<file path="config.mk">
export PLATFORM = sky130hd
export DESIGN_NAME = pc_sequencer
export DESIGN_NICKNAME = d
export VERILOG_FILES = /design/src/rtl/cpu_pkg.sv /design/src/rtl/return_stack.sv /design/src/rtl/pc_sequencer.sv
export SDC_FILE = /design/constraint.sdc
export NUM_CORES = 1
export LEC_CHECK = 0
export CAP_MARGIN = 20
export CORE_ASPECT_RATIO = 0.6
export CORE_MARGIN = 3
export CORE_UTILIZATION = 66
export CTS_BUF_LIST = sky130_fd_sc_hd__clkbuf_8
export CTS_CLUSTER_DIAMETER = 40
export DETAILED_ROUTE_END_ITERATION = 10
export DONT_BUFFER_PORTS = 1
export HOLD_SLACK_MARGIN = 0.05
export PLACE_DENSITY = 0.82
export SETUP_SLACK_MARGIN = 0.1
export SLEW_MARGIN = 20
export SYNTH_ARGS = -nofsm -noshare
export SYNTH_HDL_FRONTEND = slang
export SYNTH_SLANG_ARGS = --single-unit
</file>
<file path="constraint.sdc">
create_clock -name clk -period 4.2 [get_ports clk]
set_input_delay 0.63 -clock clk [delete_from_list [all_inputs] [get_ports clk]]
set_output_delay 0.63 -clock clk [all_outputs]
set_load 0.03 [all_outputs]
</file>
<file path="src/rtl/cpu_pkg.sv">
// cpu_pkg: shared constants for the 19-bit single-cycle CPU.
//   INSTR_W        instruction width
//   OP_*           5-bit major opcodes (Instr[18:14])
//   FAULT_*        pc_sequencer fault codes
package cpu_pkg;

  localparam int INSTR_W = 19;

  localparam logic [4:0] OP_R    = 5'b00000;
  localparam logic [4:0] OP_I    = 5'b00001;
  localparam logic [4:0] OP_S    = 5'b00010;
  localparam logic [4:0] OP_BEQ  = 5'b00011;
  localparam logic [4:0] OP_BNE  = 5'b00100;
  localparam logic [4:0] OP_JMP  = 5'b00101;
  localparam logic [4:0] OP_CALL = 5'b00110;
  localparam logic [4:0] OP_RET  = 5'b00111;

  localparam logic [1:0] FAULT_NONE = 2'b00;
  localparam logic [1:0] FAULT_OVF  = 2'b01;
  localparam logic [1:0] FAULT_UDF  = 2'b10;

endpackage

</file>
<file path="src/rtl/return_stack.sv">
// return_stack: hardware LIFO of return addresses.
//   clk, rst     clock, synchronous active-high reset (pointer only)
//   push, pop    operations; never asserted together by the sequencer
//   push_data    value pushed
//   top          most recently pushed entry (undefined when empty)
//   count        number of valid entries (0..DEPTH)
//   full, empty  status flags
module return_stack #(
  parameter int DEPTH = 8,
  parameter int W     = 14,
  localparam int PW   = $clog2(DEPTH),
  localparam int CW   = PW + 1
) (
  input  logic          clk,
  input  logic          rst,
  input  logic          push,
  input  logic          pop,
  input  logic [W-1:0]  push_data,
  output logic [W-1:0]  top,
  output logic [CW-1:0] count,
  output logic          full,
  output logic          empty
);

  // Storage is deliberately left out of reset; only the pointer clears.
  logic [W-1:0]  mem_q [DEPTH];
  logic [CW-1:0] cnt_q, cnt_d;
  logic [PW-1:0] wr_idx, rd_idx;

  // DEPTH is a power of two, so the low pointer bits index the array and
  // rd_idx wraps to DEPTH-1 correctly when the stack is full.
  assign wr_idx = cnt_q[PW-1:0];
  assign rd_idx = wr_idx - PW'(1);

  assign full  = (cnt_q == CW'(DEPTH));
  assign empty = (cnt_q == '0);
  assign top   = mem_q[rd_idx];
  assign count = cnt_q;

  always_comb begin
    cnt_d = cnt_q;
    if (push && !full)      cnt_d = cnt_q + CW'(1);
    else if (pop && !empty) cnt_d = cnt_q - CW'(1);
  end

  always_ff @(posedge clk) begin
    if (rst) cnt_q <= '0;
    else     cnt_q <= cnt_d;
  end

  always_ff @(posedge clk) begin
    if (!rst && push && !full) mem_q[wr_idx] <= push_data;
  end

endmodule

</file>
<file path="src/rtl/pc_sequencer.sv">
// pc_sequencer: program counter and next-PC logic for the single-cycle CPU.
//   clk, rst      clock, synchronous active-high reset
//   stall         freeze PC/stack/state this cycle
//   opcode, imm   fields of the current instruction
//   rs_equal      branch comparison result from the datapath
//   pc            registered PC, addresses instruction memory
//   pc_plus1      pc + 1 (combinational)
//   fault         sticky fault flag (exit only through rst)
//   fault_code    00 none, 01 stack overflow, 10 stack underflow
//   stack_count   valid return-stack entries
module pc_sequencer
  import cpu_pkg::*;
#(
  parameter int ADDR_W      = 14,
  parameter int RESET_PC    = 0,
  parameter int STACK_DEPTH = 8,
  localparam int CW         = $clog2(STACK_DEPTH) + 1
) (
  input  logic              clk,
  input  logic              rst,
  input  logic              stall,
  input  logic [4:0]        opcode,
  input  logic [13:0]       imm,
  input  logic              rs_equal,
  output logic [ADDR_W-1:0] pc,
  output logic [ADDR_W-1:0] pc_plus1,
  output logic              fault,
  output logic [1:0]        fault_code,
  output logic [CW-1:0]     stack_count
);

  localparam logic [0:0] ST_RUN   = 1'b0;
  localparam logic [0:0] ST_FAULT = 1'b1;

  logic [0:0]        state_q, state_d;
  logic [ADDR_W-1:0] pc_q, pc_d;
  logic [1:0]        fc_q, fc_d;

  logic [ADDR_W-1:0] br_off, br_tgt, jmp_tgt, stk_top;
  logic              stk_push, stk_pop, stk_full, stk_empty;

  assign pc_plus1 = pc_q + ADDR_W'(1);
  // Branch offset is relative to pc+1; sign extension makes wrap below 0 fall out.
  assign br_off   = {{(ADDR_W-8){imm[7]}}, imm[7:0]};
  assign br_tgt   = pc_plus1 + br_off;

  if (ADDR_W > 14) begin : g_jmp_zext
    assign jmp_tgt = {{(ADDR_W-14){1'b0}}, imm};
  end else begin : g_jmp_trunc
    assign jmp_tgt = imm[ADDR_W-1:0];
  end

  return_stack #(.DEPTH(STACK_DEPTH), .W(ADDR_W)) u_stack (
    .clk       (clk),
    .rst       (rst),
    .push      (stk_push),
    .pop       (stk_pop),
    .push_data (pc_plus1),
    .top       (stk_top),
    .count     (stack_count),
    .full      (stk_full),
    .empty     (stk_empty)
  );

  always_comb begin
    pc_d     = pc_q;
    state_d  = state_q;
    fc_d     = fc_q;
    stk_push = 1'b0;
    stk_pop  = 1'b0;
    // Stall wins over everything, including fault detection.
    if (state_q == ST_RUN && !stall) begin
      unique case (opcode)
        OP_BEQ:  pc_d = rs_equal  ? br_tgt : pc_plus1;
        OP_BNE:  pc_d = !rs_equal ? br_tgt : pc_plus1;
        OP_JMP:  pc_d = jmp_tgt;
        OP_CALL: begin
          if (stk_full) begin
            state_d = ST_FAULT;
            fc_d    = FAULT_OVF;
          end else begin
            stk_push = 1'b1;
            pc_d     = jmp_tgt;
          end
        end
        OP_RET: begin
          if (stk_empty) begin
            state_d = ST_FAULT;
            fc_d    = FAULT_UDF;
          end else begin
            stk_pop = 1'b1;
            pc_d    = stk_top;
          end
        end
        default: pc_d = pc_plus1;
      endcase
    end
  end

  always_ff @(posedge clk) begin
    if (rst) begin
      pc_q    <= ADDR_W'(RESET_PC);
      state_q <= ST_RUN;
      fc_q    <= FAULT_NONE;
    end else begin
      pc_q    <= pc_d;
      state_q <= state_d;
      fc_q    <= fc_d;
    end
  end

  assign pc         = pc_q;
  assign fault      = (state_q == ST_FAULT);
  assign fault_code = fc_q;

endmodule

</file>
==> results.md <==
- GPL Wtd Cong: 0.982
- Post-synthesis net count: 514
- Peak VDD IR: 0.000258 V
- Required arrival time at the worst endpoint: 3570 ps
- Largest net degree at the start of global routing: 33
- Crit path max-delay family: simple AND/OR/NAND/NOR gates
- Synth Warn #: 0
- Routed vias: 4366
- Placed Area: 6800 µm²
- Core Area: 9460 µm²
- CTS buffer count: 17
- Antenna-violating nets left: 0
- Final Cycle Share: 0.863
- Die width: 135 µm
- Final Slew Violations: 0
- Maxcap violations: 0
- Asr flop ratio synth: 0
- Post-CTS Resized: 0
- Hold Worst Slack: 265 ps
- Worst EP arrival: 3000 ps
- Fin nets: 536
- Worst skew pair latency: 420 ps
- Critical Path End Type: output port
- Worst-Margin Slew: 928 ps
- DR vias/cell: 6.86
- Clk pin slew, worst setup/hold paths: 80 ps
- Critical Path Max Stage Delay: 860 ps
- Outcome: completed
- I/O pins: 58
- GRT Total Usage: 0.295
- RSZ-0062 raised after global routing: false
- Die Area: 11300 µm²
- Port Buffer Count: 0
- DRT iter0 DRCs: 545
- Total wire length: 16000 µm
- Power density over the cells: 403 nW/µm²
- Clock root cell: clkbuf_8
- Clock Skew: 14.6 ps
- Cell chain of the critical path: nand4_1 -> nor4_1 -> xnor2_1 -> inv_1
- Fmax achieved: 276 MHz
- Area Overhead vs Synth: 8.68%
- Mapped cell area: 6620 µm²
- Design Area, Final: 7190 µm²
- Relative slew margins: 0.375
- Global-route wire length before repair: 24600 µm
- Initial antenna violation count: 0
- Finish-stage setup viols: 0
- Startpoint types: flip-flop
- Worst hold path class: in -> reg
- Drt first pass iters: 5
- Final Core Density: 0.760
- Pleak: 0.00251 µW
- EDFF count, synth: 112
- Hold Fails Final Rpt: 0
- CP Class: reg -> out
- Setup repair bufs after CTS: 0
- Cell variety after synth: 70
- Vias in the first global route: 4208
- Layout cells sized above 1: 0.215
- Yosys reg bits: 133
- Hold_buf cts: 0
- Total negative slack: 0 ps
- Detailed placement HPWL: 10600 µm
- Synth Instances: 471
- Seq/Total Area, Yosys: 0.572
- Row Count: 27
- Commonest non-fill, non-tap cells in the layout: edfxtp_1 (112), nor2_1 (40), mux4_2 (26), o21ai_0 (25), buf_4 (24)
- Clock Path Buffers: 2
- Slowest-stage cell, CP: nor4_1
- Gr ovfl total: 0
- Chip height: 83.6 µm
- Clock sinks: 133
- Routed len/inst: 25.2 µm
- Antenna cells: 0
- DRC Markers: 0
- Commonest non-fill, non-tap cell in the layout: edfxtp_1
- Predominant post-synthesis flop cell: edfxtp_1
- Minimum clock period: 3630 ps
- Max H-tree Level: 4
- Starting density of the core: 0.700
- PnR worst setup slack: 573 ps
- Syn Area/Cell: 14.1 µm²
- Worst path buffer plus inverter count: 1
- CTS tree: done
- Pre-CTS WS: 881 ps
- Largest fanout on the critical path: 9
[power by group]
| group | internal, µW | total (µW) | switching [µW] |
|---|---|---|---|
| registers | 1450 | 1500 | 46.6 |
| clock network | 579 | 1070 | 494 |
| logic | 119 | 326 | 206 |
[metrics by stage]
stage,std cells,power (µW)
2_1_floorplan,471,1770
3_3_place_gp,604,1830
3_5_place_dp,604,1840
4_1_cts,636,2900
5_1_grt,636,2990
6_report,636,2900
[logic make-up (layout without fill, tap and decap cells)]
kind of cell,after synthesis,in the layout,share of synthesized area
AO/OA/AOI/OAI,94,94,0.103
XOR/XNOR,27,27,0.0357
adder cells (fa/ha/maj),20,20,0.0401
buffers and inverters,35,70,0.0369
flip-flops,133,133,0.572
multiplexers,44,44,0.122
AND/OR/NAND/NOR,118,118,0.0906
[per-layer routing]
metal | share of wire | GRT usage | vias to the layer above
met5 | 0 | 0 | -
met4 | 0.011 | 0.0668 | 0
met3 | 0.13 | 0.119 | 33
met2 | 0.45 | 0.425 | 284
met1 | 0.41 | 0.427 | 2158
li1 | - | - | 1891
[Yosys cell counts, types with 2 or more instances]
library cell	instances	area share
a211oi_1	4	0.0045
a21o_1	5	0.0057
a21oi_1	22	0.017
a221o_2	3	0.0051
a221oi_1	7	0.0093
a311oi_1	4	0.0053
a41oi_1	2	0.0026
and2_1	2	0.0019
and3_1	2	0.0019
and4_1	2	0.0026
buf_1	2	0.0011
buf_2	2	0.0015
buf_4	2	0.0023
buf_6	4	0.0068
clkbuf_1	3	0.0017
clkbuf_8	6	0.012
dfxtp_1	21	0.064
edfxtp_1	112	0.51
fa_1	2	0.0061
ha_1	18	0.034
inv_1	14	0.0079
mux2_2	5	0.0085
mux2i_1	11	0.017
mux4_1	2	0.0079
mux4_2	26	0.088
nand2_1	20	0.011
nand2b_1	3	0.0028
nand3_1	7	0.0053
nand3b_1	2	0.0023
nand4_1	5	0.0047
nor2_1	40	0.023
nor2b_1	4	0.0038
nor3_1	13	0.0098
nor4_1	3	0.0028
o21a_1	2	0.0023
o21ai_0	25	0.019
o21bai_1	2	0.0023
o22ai_1	2	0.0019
or3_1	3	0.0028
or3b_2	2	0.0026
xnor2_1	17	0.022
xor2_1	10	0.013
[state kept, by name, summed over array words and instances (netlist names)]
register	count
pc	14
fault_code	2
fault	1
u_stack.mem_q	112
u_stack.count	4
[worst paths after layout]
check | depth (start not counted) | slack [ps] | endpoint | from
worst max-delay path | 4 | 570 | pc_plus1[13] | pc[2]$_SDFFE_PP0P_
worst max register to register | 12 | 660 | pc[13]$_SDFFE_PP0P_ | pc[1]$_SDFFE_PP0P_
worst min-delay path | 1 | 270 | fault_code[1]$_SDFFE_PP0P_ | rst
worst min register to register | 3 | 620 | u_stack.count[0]$_SDFFE_PP0P_ | u_stack.count[0]$_SDFFE_PP0P_
[layout make-up]
| cell class | instances | area [µm²] |
|---|---|---|
| clock buffer | 17 | 234 |
| clock inverter | 15 | 163 |
| fill | 581 | 2270 |
| inverter | 14 | 52.6 |
| multi-input combinational | 303 | 2620 |
| sequential | 133 | 3780 |
| tap | 130 | 163 |
| timing repair buffer | 24 | 180 |
Power figures use the tool's default switching activity.
